===== src/rtl/combo_code_sender.sv =====
// Initiator side of the combination-lock interface: pulses the lock's reset,
// plays a latched digit sequence onto code, then waits a bounded time for the unlock flag.
module combo_code_sender #(
  parameter int DIGITS       = 4,
  parameter int RST_CYCLES   = 2,
  parameter int HOLD_CYCLES  = 2,
  parameter int GAP_CYCLES   = 1,
  parameter int CHECK_CYCLES = 4,
  parameter int UNLOCK_BIT   = 4
) (
  input  logic                  CLK,
  input  logic                  masterRST,
  input  logic                  start,
  input  logic                  abort,
  input  logic [4*DIGITS-1:0]   seq_in,
  input  logic [4:0]            lock_out,
  output logic [3:0]            code,
  output logic                  lock_rst,
  output logic                  busy,
  output logic                  done,
  output logic                  unlocked
);

  localparam int IDX_W  = (DIGITS > 1) ? $clog2(DIGITS) : 1;
  localparam int T_A    = (RST_CYCLES > HOLD_CYCLES) ? RST_CYCLES : HOLD_CYCLES;
  localparam int T_B    = (GAP_CYCLES > CHECK_CYCLES) ? GAP_CYCLES : CHECK_CYCLES;
  localparam int T_MAX  = (T_A > T_B) ? T_A : T_B;
  localparam int CNT_W  = ($clog2(T_MAX) > 0) ? $clog2(T_MAX) : 1;

  localparam logic [CNT_W-1:0] RST_LAST   = CNT_W'(RST_CYCLES - 1);
  localparam logic [CNT_W-1:0] HOLD_LAST  = CNT_W'(HOLD_CYCLES - 1);
  localparam logic [CNT_W-1:0] GAP_LAST   = CNT_W'((GAP_CYCLES > 0) ? GAP_CYCLES - 1 : 0);
  localparam logic [CNT_W-1:0] CHECK_LAST = CNT_W'(CHECK_CYCLES - 1);
  localparam logic [IDX_W-1:0] IDX_LAST   = IDX_W'(DIGITS - 1);

  typedef enum logic [2:0] {IDLE, LAUNCH, RESET, DRIVE, GAP, CHECK, DONE} state_t;

  state_t                   state_reg;
  logic [CNT_W-1:0]         cnt_reg;
  logic [IDX_W-1:0]         idx_reg;
  logic [DIGITS-1:0][3:0]   seq_reg;

  logic [IDX_W-1:0]         next_idx;
  logic                     last_digit;
  logic                     unused_lock_bits;

  assign next_idx         = idx_reg + 1'b1;
  assign last_digit       = (idx_reg == IDX_LAST);
  assign unused_lock_bits = ^lock_out;

  // Every state change also sets the outputs for the cycle it opens, so the
  // state register always names the phase currently visible on the pins.
  always_ff @(posedge CLK) begin
    if (masterRST) begin
      state_reg <= IDLE;
      cnt_reg   <= '0;
      idx_reg   <= '0;
      seq_reg   <= '0;
      code      <= 4'h0;
      lock_rst  <= 1'b0;
      busy      <= 1'b0;
      done      <= 1'b0;
      unlocked  <= 1'b0;
    end else if (abort && state_reg != IDLE) begin
      state_reg <= IDLE;
      cnt_reg   <= '0;
      idx_reg   <= '0;
      code      <= 4'h0;
      lock_rst  <= 1'b0;
      busy      <= 1'b0;
      done      <= 1'b0;
      unlocked  <= 1'b0;
    end else begin
      case (state_reg)
        IDLE: begin
          if (start && !abort) begin
            seq_reg   <= seq_in;
            unlocked  <= 1'b0;
            busy      <= 1'b1;
            cnt_reg   <= '0;
            idx_reg   <= '0;
            state_reg <= LAUNCH;
          end
        end
        LAUNCH: begin
          lock_rst  <= 1'b1;
          state_reg <= RESET;
        end
        RESET: begin
          if (cnt_reg == RST_LAST) begin
            cnt_reg   <= '0;
            idx_reg   <= '0;
            lock_rst  <= 1'b0;
            code      <= seq_reg[0];
            state_reg <= DRIVE;
          end else begin
            cnt_reg <= cnt_reg + 1'b1;
          end
        end
        DRIVE: begin
          if (cnt_reg == HOLD_LAST) begin
            cnt_reg <= '0;
            if (GAP_CYCLES > 0) begin
              code      <= 4'h0;
              state_reg <= GAP;
            end else if (last_digit) begin
              code      <= 4'h0;
              state_reg <= CHECK;
            end else begin
              idx_reg   <= next_idx;
              code      <= seq_reg[next_idx];
              state_reg <= DRIVE;
            end
          end else begin
            cnt_reg <= cnt_reg + 1'b1;
          end
        end
        GAP: begin
          if (cnt_reg == GAP_LAST) begin
            cnt_reg <= '0;
            if (last_digit) begin
              state_reg <= CHECK;
            end else begin
              idx_reg   <= next_idx;
              code      <= seq_reg[next_idx];
              state_reg <= DRIVE;
            end
          end else begin
            cnt_reg <= cnt_reg + 1'b1;
          end
        end
        CHECK: begin
          // Each edge here samples the flag as it stood during a CHECK cycle.
          if (lock_out[UNLOCK_BIT]) begin
            unlocked  <= 1'b1;
            done      <= 1'b1;
            state_reg <= DONE;
          end else if (cnt_reg == CHECK_LAST) begin
            done      <= 1'b1;
            state_reg <= DONE;
          end else begin
            cnt_reg <= cnt_reg + 1'b1;
          end
        end
        DONE: begin
          done      <= 1'b0;
          busy      <= 1'b0;
          cnt_reg   <= '0;
          state_reg <= IDLE;
        end
        default: state_reg <= IDLE;
      endcase
    end
  end

endmodule


===== config.mk =====
export PLATFORM = sky130hd
export DESIGN_NAME = combo_code_sender
export DESIGN_NICKNAME = d
export VERILOG_FILES = /design/src/rtl/combo_code_sender.sv
export SDC_FILE = /design/constraint.sdc
export NUM_CORES = 1
export LEC_CHECK = 0
export ABC_AREA = 0
export BUFFER_PORTS_ARGS = -buffer_cell sky130_fd_sc_hd__buf_2
export CAP_MARGIN = 20
export CORE_MARGIN = 2
export CORE_UTILIZATION = 50
export DETAILED_ROUTE_END_ITERATION = 12
export GPL_TIMING_DRIVEN = 0
export PLACE_DENSITY = 0.7
export SLEW_MARGIN = 20
export SYNTH_ARGS = -nofsm -noshare
export SYNTH_HDL_FRONTEND = slang
export SYNTH_SLANG_ARGS = --single-unit

===== constraint.sdc =====
create_clock -name CLK -period 2.2 [get_ports CLK]
set_clock_uncertainty 0.05 [all_clocks]
set_input_delay 0.22 -clock CLK [delete_from_list [all_inputs] [get_ports CLK]]
set_output_delay 0.22 -clock CLK [all_outputs]
set_load 0.005 [all_outputs]

# Yosys cells after proc, flatten, opt, wreduce, memory -nomap -nowiden
# Cells that the tools add are included.
# Widths: inputs -> output; s select.
[totals]
register_bits = 31
in_bits = 25
[classes]
mux = 35
n_eq_ne = 18
add_sub_neg = 2
bitwise = 1
n_lt_le_gt_ge = 1
reduce_logical = 24
[op_table]
columns = ["cell", "n"]
rows = [
  ["$mux 3", 7],
  ["$mux 4", 5],
  ["$pmux 3 s6", 1],
  ["$mux 2", 8],
  ["$ne 2x2->1 const B", 8],
  ["$reduce_and 5->1", 3],
  ["$pmux 4 s3", 1],
  ["$pmux 2 s5", 1],
  ["$eq 3x3->1 const B", 3],
  ["$reduce_bool 3->1", 3],
  ["$bmux 4 s2", 1],
  ["$pmux 1 s2", 4],
  ["$reduce_bool 2->1", 4],
  ["$eq 3x2->1 const B", 2],
  ["$mux 1", 6],
  ["$pmux 2 s3", 1],
  ["$reduce_and 2->1", 3],
  ["$reduce_and 3->1", 2],
  ["$reduce_bool 5->1", 1],
  ["$add 2x1->2 const B", 2],
  ["$eq 2x2->1 const B", 2],
  ["$reduce_and 4->1", 1],
  ["$reduce_or 2->1", 2],
  ["$eq 3x1->1 const B", 1],
  ["other kinds (8)", 9],
]

# Depth between registers and ports, before layout
# Gate-level depths: netlist (run 1).
[depth]
word_depth = 6
depth_mapped = 6

# Worst setup path before layout (run 1)
# Ideal clock, no wire load.
[synth_path]
path_type = "register -> register"
from = "register idx_reg[0]"
to = "register code[2]"
setup_ns = 0.117
required_time_ns = 2.033
setup_slack_ns = 0.574
path_buffers = 0
path_stages_with_launch = 6
period_less_slack_ns = 1.626
t_arrival_ns = 1.459
cell_sequence = "dfxtp_1 > ha_1 > mux4_2 > nor2_1 > a21oi_1 > a22o_1"
[synth_via]
elab_chain_cells = 6
word_cells_on_any_way = 9
cone_classes = "add/sub (1); eq/ne (2); mux (5); reduce/logical (1)"
[synth_rtl]
columns = ["item", "line_no", "rtl"]
rows = [
  ["start: declaration", "40", "logic [IDX_W-1:0] idx_reg;"],
  ["start signal: assignment", "110", "idx_reg <= next_idx;"],
  ["start signal: assignment", "124", "idx_reg <= next_idx;"],
  ["$add 2x1->2", "47", "assign next_idx = idx_reg + 1'b1;"],
  ["$bmux 4 s2", "125", "code <= seq_reg[next_idx];"],
  ["$mux 4 (implied by the code)", "125", ""],
  ["$mux 4", "121", "if (last_digit) begin"],
  ["$mux 4", "119", "if (cnt_reg == GAP_LAST) begin"],
  ["$pmux 4 s3", "74", "case (state_reg)"],
  ["end signal: assignment", "94", "code <= seq_reg[0];"],
  ["end signal: assignment", "111", "code <= seq_reg[next_idx];"],
  ["end signal: assignment", "125", ""],
  ["end: declaration", "17", "output logic [3:0] code,"],
]
# Parallel ways exist; a longest one is shown, timed or not. The select of a mux whose other input is x is not followed.
# A chain may end at the register's enable or synchronous reset.

# Final worst setup path (run 1)
[layout_path]
from = "register state_reg[0]"
to = "register code[3]"
[layout_via]
elab_chain_cells = 3
word_cells_on_any_way = 13
cone_classes = "eq/ne (7); mux (1); reduce/logical (5)"
[layout_rtl]
columns = ["item", "line_no", "rtl"]
rows = [
  ["start: declaration", "38", "state_t state_reg;"],
  ["start signal: assignment", "55", "state_reg <= IDLE;"],
  ["start signal: assignment", "65", "state_reg <= IDLE;"],
  ["start signal: assignment", "82", "state_reg <= LAUNCH;"],
  ["$eq 3x3->1, or another cell as far along", "74", ""],
  ["$ne 2x2->1 (no line), or another cell as far along", "--", ""],
  ["$reduce_and 5->1 (no line) or $reduce_or 2->1 (tied branches)", "--", ""],
]
# Parallel ways exist; a longest one is shown, timed or not.

==> impl_metrics.toml, run 1 <==
[yosys]
syn_nets = 218
post_synth_inst_count = 188
syn_avg_cell_area_um2 = 8.352
syn-cell-area_um2 = 1570
synth_flop_cell = "sky130_fd_sc_hd__dfxtp_1"
synth_seq_area_share_pct = 39.52
synth-edff-count = 0
postSynthRegisterBits = 31
yosysWarningCount = 0
synthDistinctLibCells = 41
asyncSetResetFlopFracSynth_pct = 0

[timing]
worst_slew_margin_rel_pct = 68.55
clock.fmax_ghz = 0.5667
finalMaxSlewViolations = 0
hold-worst-slack_ps = 49.63
worst_pin_slew_ps = 465.2
fin_setup_tns_ps = 0
timing.final.ws_setup_ps = 435.3
period_minus_slack_ps = 1765
finalCritPeriodShare_pct = 80.22
setup-violations-final = 0
report.final.hold_viol_count = 0
setup_repair_after_global_routing_missed_its_margin = "false"

[final_layout]
number_of_flip_flops_under_the_largest_register_name = 16
finalNetCount = 253
syn_to_final_growth_pct = 17.93
stdcell_area_um2 = 1852
layout-drive-gt1-share_pct = 23.66
antennaDiodeCount = 0

[clocking]
post_cts.resized_instances = 0
hold_buffers = 0
cts_tree = "done"
ctsRootBufferMaster = "sky130_fd_sc_hd__clkbuf_4"
clk_path_buf_depth = 2
cts.sinks = 31
clkTransAtPathRegs_ps = 110
num_cts_buffers = 5
clk_latency_ps = 350
post_cts_buffers = 0
h_tree_depth = 2

[power]
irDropWorstVdd_mv = 0.4236
pwr_density_cell_nw_per_um2 = 683.8
p_leak_nw = 0.7407

[floorplan]
start_util_pct = 51.86
chipWidth_um = 60.04
io_pins = 33
core_area_um2 = 3028
die_h_um = 60.04
placement_rows = 20
dieArea_um2 = 3605

[worst_setup_path]
crit_arrival_ps = 2010
cp_slowest_stage_delay_ps = 450
crit_path_kind = "flop to flop"
worstPathMaxFanout = 7
r2r.worst_path.cells = 4
crit_path_start_kind = "flop"
crit_required_ps = 2440
path_cells = "or3_4 -> a21oi_1 -> and2_1 -> a22o_1"
critPathSlowestCell = "sky130_fd_sc_hd__or3_4"
critPathCaptureType = "flop"

[drt]
routed_wire_length_per_instance_um = 14.28
via_count = 1511
drt.antenna.violating_nets = 0
detailedRoute.firstIterationViolations = 75
drcViolationCount = 0
wirelength_um = 3826
firstDrtPassIters = 4
vias_per_cell = 5.638

[placement]
port_bufs = 28
gp_routability_congestion = 0.8364
place_area_um2 = 1765
detailed_place_hpwl_um = 2773
place_worst_setup_slack_ps = 456.2

[grt]
pin_count_of_the_biggest_net_entering_global_routing = 11
first_global_vias = 1331
grt.overflow.total = 0
grt.total_usage_pct = 24.10
grt_pass1_wl_um = 6354
number_of_antenna_violations_at_the_first_check_in_global_routing = 0

[min_path]
timing.hold.worst_path_depth = 3
worst_min_path_class = "input port to flop"

[run_status]
result_of_the_run = "finished clean"

[job]
cap_viol_max_count = 0
worst paths after layout:
| check | startpoint | end | slack, ps |
|---|---|---|---|
| hold / removal | seq_in[4] | seq_reg[4] | 50 |
| setup / recovery | state_reg[0] | code[3] | 440 |
| hold reg to reg | seq_reg[13] | seq_reg[13] | 410 |
| setup reg to reg | state_reg[0] | code[3] | 440 |
cells in the final DEF, fill, tap and decap left out, types with 4 or more instances in the layout:
cell,instances
sky130_fd_sc_hd__a21oi_1,29
sky130_fd_sc_hd__a22o_1,4
sky130_fd_sc_hd__a31oi_1,4
sky130_fd_sc_hd__buf_2,31
sky130_fd_sc_hd__clkbuf_1,5
sky130_fd_sc_hd__clkbuf_4,5
sky130_fd_sc_hd__dfxtp_1,31
sky130_fd_sc_hd__ha_1,5
sky130_fd_sc_hd__inv_1,4
sky130_fd_sc_hd__mux4_2,4
sky130_fd_sc_hd__nand2_1,38
sky130_fd_sc_hd__nor2_1,13
sky130_fd_sc_hd__nor2b_1,4
sky130_fd_sc_hd__nor3_1,5
sky130_fd_sc_hd__o21ai_0,6
stage by stage:
step | util (%) | power, mW | std cells
2_1_floorplan | - | 0.7320 | 188
3_3_place_gp | 58.31 | 0.7828 | 260
3_5_place_dp | 58.31 | 0.7899 | 260
4_1_cts | 61.16 | 1.266 | 268
5_1_grt | 61.16 | 1.319 | 268
6_report | 61.16 | 1.266 | 268
cell usage after synthesis (all sizes together), types with 2 or more instances:
library cell	instances	share of area (%)
a21o	2	0.96
a21oi	29	9.2
a22o	4	2.2
a22oi	2	0.96
a31oi	4	1.6
buf	5	2.4
clkbuf	6	1.5
dfxtp	31	40
ha	5	4.0
inv	4	0.96
mux4	4	5.7
nand2	38	9.1
nand2b	2	0.80
nor2	14	3.8
nor2b	4	1.6
nor3	5	1.6
nor3b	2	1.3
o211ai	2	0.96
o21ai	6	1.9
or2	2	0.80
or3b	2	1.1
worst max-delay path, delay by kind of cell, from the launching register on:
| family | cells | cell delay [ps] |
|---|---|---|
| flops | 1 | 400 |
| simple gates | 2 | 690 |
| compound gates | 2 | 570 |
routing by layer:
| layer | vias up | track usage (%) | wire length [um] |
|---|---|---|---|
| met5 | - | 0 | 0 |
| met4 | 0 | 9.524 | 61 |
| met3 | 5 | 5.844 | 232 |
| met2 | 57 | 36.34 | 1828 |
| met1 | 712 | 33.06 | 1704 |
| li1 | 737 | - | - |
cell families after synthesis:
family	after synthesis	share of synthesized area (%)
fa+ha+maj	5	3.984
flops	31	39.52
simple gates	76	23.51
mux	4	5.737
compound gates	57	22.39
buf+inv	15	4.860
where the power goes:
| group | internal (mW) | switching, mW | total (mW) |
|---|---|---|---|
| logic | 0.0736 | 0.104 | 0.178 |
| registers | 0.585 | 0.0168 | 0.602 |
| clock network | 0.268 | 0.218 | 0.486 |
layout make-up:
| cell class | count | area [um2] |
|---|---|---|
| sequential | 31 | 620.6 |
| clock buffer | 6 | 51.30 |
| multi-input combinational | 142 | 873.3 |
| timing repair buffer | 28 | 140.1 |
| buffer | 11 | 61.31 |
| clock inverter | 2 | 35.03 |
| inverter | 4 | 15.01 |
| tap | 44 | 55.05 |
| fill | 283 | 1176 |
No activity file was read; power rests on OpenSTA's default activity.
==> run 2: changes to the inputs <==
--- a/config.mk
+++ b/config.mk
@@ -9,7 +9,7 @@
 export BUFFER_PORTS_ARGS = -buffer_cell sky130_fd_sc_hd__buf_2
 export CAP_MARGIN = 20
 export CORE_MARGIN = 2
-export CORE_UTILIZATION = 50
+export CORE_UTILIZATION = 48
 export DETAILED_ROUTE_END_ITERATION = 12
 export GPL_TIMING_DRIVEN = 0
 export PLACE_DENSITY = 0.7
==> constraint.sdc (replaced) <==
create_clock -name CLK -period 1.4 [get_ports CLK]
set_clock_uncertainty 0.05 [all_clocks]
set_input_delay 0.14 -clock CLK [delete_from_list [all_inputs] [get_ports CLK]]
set_output_delay 0.14 -clock CLK [all_outputs]
set_load 0.005 [all_outputs]
==> impl_metrics.toml, run 2 (same netlist as run 1, synthesis figures left out) <==
[drt]
detail_route.wirelength.met1_um = 1988
detailedRoute.firstIterationViolations = 62
via_count = 1651
drt.antenna.violating_nets = 0
route.top_layer_used = "met4"
vias_per_cell = 5.559
met2RoutedLength_um = 2495
routed_wire_length_per_instance_um = 16.30
drcViolationCount = 0
wirelength_um = 4840
wl_met3_um = 285
firstDrtPassIters = 4

[power]
clock_power_share_pct = 35.5
switching_power_mw = 0.6178
power_switching_share_pct = 28.43
pwr-share-seq_pct = 43.7
p_leak_nw = 0.9671
cellInternalPower_mw = 1.555
irDropWorstVdd_mv = 0.6779
pwr_density_cell_nw_per_um2 = 891.1
power.total_mw = 2.173
pwr-share-comb_pct = 20.8

[final_layout]
layout_commonest_cell = "sky130_fd_sc_hd__buf_2"
number_of_flip_flops_under_the_largest_register_name = 16
layout-drive-gt1-share_pct = 47.04
layout_common_cells = "30 x sky130_fd_sc_hd__buf_2, 25 x sky130_fd_sc_hd__dfxtp_1, 23 x sky130_fd_sc_hd__nand2_1"
filler_cells_inserted = 203
finalNetCount = 282
syn_to_final_growth_pct = 55.30
antennaDiodeCount = 0

[clocking]
clk_path_buf_depth = 2
cts_tree = "done"
ctsRootBufferMaster = "sky130_fd_sc_hd__clkbuf_4"
clk_latency_ps = 360
cts.sinks = 31
num_cts_buffers = 5
clkTransAtPathRegs_ps = 110
h_tree_depth = 2

[grt]
grt.overflow.total = 0
grt.total_usage_pct = 25.98
number_of_antenna_violations_at_the_first_check_in_global_routing = 0
first_global_vias = 1494
grt_pass1_wl_um = 7003
pin_count_of_the_biggest_net_entering_global_routing = 11

[floorplan]
dieArea_um2 = 3745
start_util_pct = 51.02
core_area_um2 = 3078
io_pins = 33
die_h_um = 61.20
chipWidth_um = 61.20
placement_rows = 20

[worst_setup_path]
crit_path_kind = "flop to flop"
crit_arrival_ps = 1800
crit_path_start_kind = "flop"
worst-r2r-setup-slack_ps = -240
critPathCaptureType = "flop"
worst-path-buf-inv = 2
cp_slowest_stage_delay_ps = 420
critPathSlowestCell = "sky130_fd_sc_hd__or3_4"
crit_required_ps = 1570
path_cells = "or3_4 -> or2_1 -> buf_6 -> buf_16 -> nand2_2 -> a21oi_2"
worstPathMaxFanout = 5
cp_top_family = "simple AND/OR/NAND/NOR gates"

[placement]
port_bufs = 28
gp_routability_congestion = 0.8824
detailed_place_hpwl_um = 2774

[timing]
timing.final.ws_setup_ps = -239.8
report.final.hold_viol_count = 0
setup_repair_after_global_routing_missed_its_margin = "true"
clock.fmax_ghz = 0.6098
finalCritPeriodShare_pct = 117.1
finalMaxSlewViolations = 0
worst_pin_slew_ps = 654.2
worst_slew_margin_rel_pct = 56.39
setup-violations-final = 30
hold-worst-slack_ps = 50.48
period_minus_slack_ps = 1640

[run_status]
result_of_the_run = "finished with violations"
violations_in_the_final_reports = "negative setup slack"

[min_path]
worst_min_path_class = "input port to flop"

[job]
cap_viol_max_count = 0
run 2: cell count changes in the layout (fill, tap and decap cells not counted), sizes merged:
cell         before  now
buf              33   47
clkbuf           12   11
clkinvlp          0    1
dlygate4sd3       0   16
inv               4    3
run 2: final timing paths:
kind	startpoint	endpoint	depth (start not counted)
min reg2reg	busy	busy	2
max reg2reg	state_reg[2]	seq_reg[8]	6
max	state_reg[2]	seq_reg[8]	6
min	masterRST	cnt_reg[0]	4
run 2: what timing repair did:
item / CTS / global route
pin swaps: 5 / 22
buffers inserted: 7 / 5
resized for setup: 33 / 39
hold buffers: 15 / 1
setup endpoints to repair: 30 / 30
hold endpoints to repair: 15 / 1
gates cloned: 1 / 0
run 2: worst register-to-register path: cells and delay by family, from the launching register on:
| family | cells | cell delay [ps] |
|---|---|---|
| AO/OA/AOI/OAI | 1 | 60 |
| AND/OR/NAND/NOR | 3 | 740 |
| buffers and inverters | 2 | 270 |
| flip-flops | 1 | 370 |
run 2: through the flow:
step / cells / setup WS (ps) / util [%] / TNS, ps / instance area [um2]
detailed placement: 260 / -304.4 / 59.23 / -3976 / 1823
CTS: 291 / -203.2 / 73.41 / -4422 / 2260
global route: 297 / -266.6 / 79.23 / -6201 / 2439
finish: 297 / -239.8 / 79.23 / -4992 / 2439
floorplan: 188 / -144.4 / - / -873.3 / 1628
global placement: 260 / -224.4 / 59.23 / -2980 / 1823
run 2: layout make-up:
type                            count  area [um2]  share of cell area, %
Inverter                            4       18.77                 0.7696
Timing Repair Buffer               57       441.7                  18.11
Tap cell                           44       55.05                  2.258
Clock buffer                        6       51.30                  2.104
Clock inverter                      2       35.03                  1.437
Multi-Input combinational cell    142        1112                  45.61
Sequential cell                    31       638.1                  26.17
Buffer                             11       86.33                  3.540
run 2: power groups by stage:
stage | logic [mW] | clock network, mW | registers (mW)
4_1_cts | 0.391 | 0.767 | 0.944
3_3_place_gp | 0.270 | 0 | 0.966
5_1_grt | 0.486 | 0.810 | 0.955
6_report | 0.451 | 0.772 | 0.950
2_1_floorplan | 0.194 | 0 | 0.960
3_5_place_dp | 0.279 | 0 | 0.968
run 2: routing by layer:
| layer | vias up | global-route usage (%) |
|---|---|---|
| met5 | - | 0 |
| met4 | 0 | 7.143 |
| met3 | 7 | 7.143 |
| met2 | 54 | 43.62 |
| met1 | 796 | 32.89 |
| li1 | 794 | - |
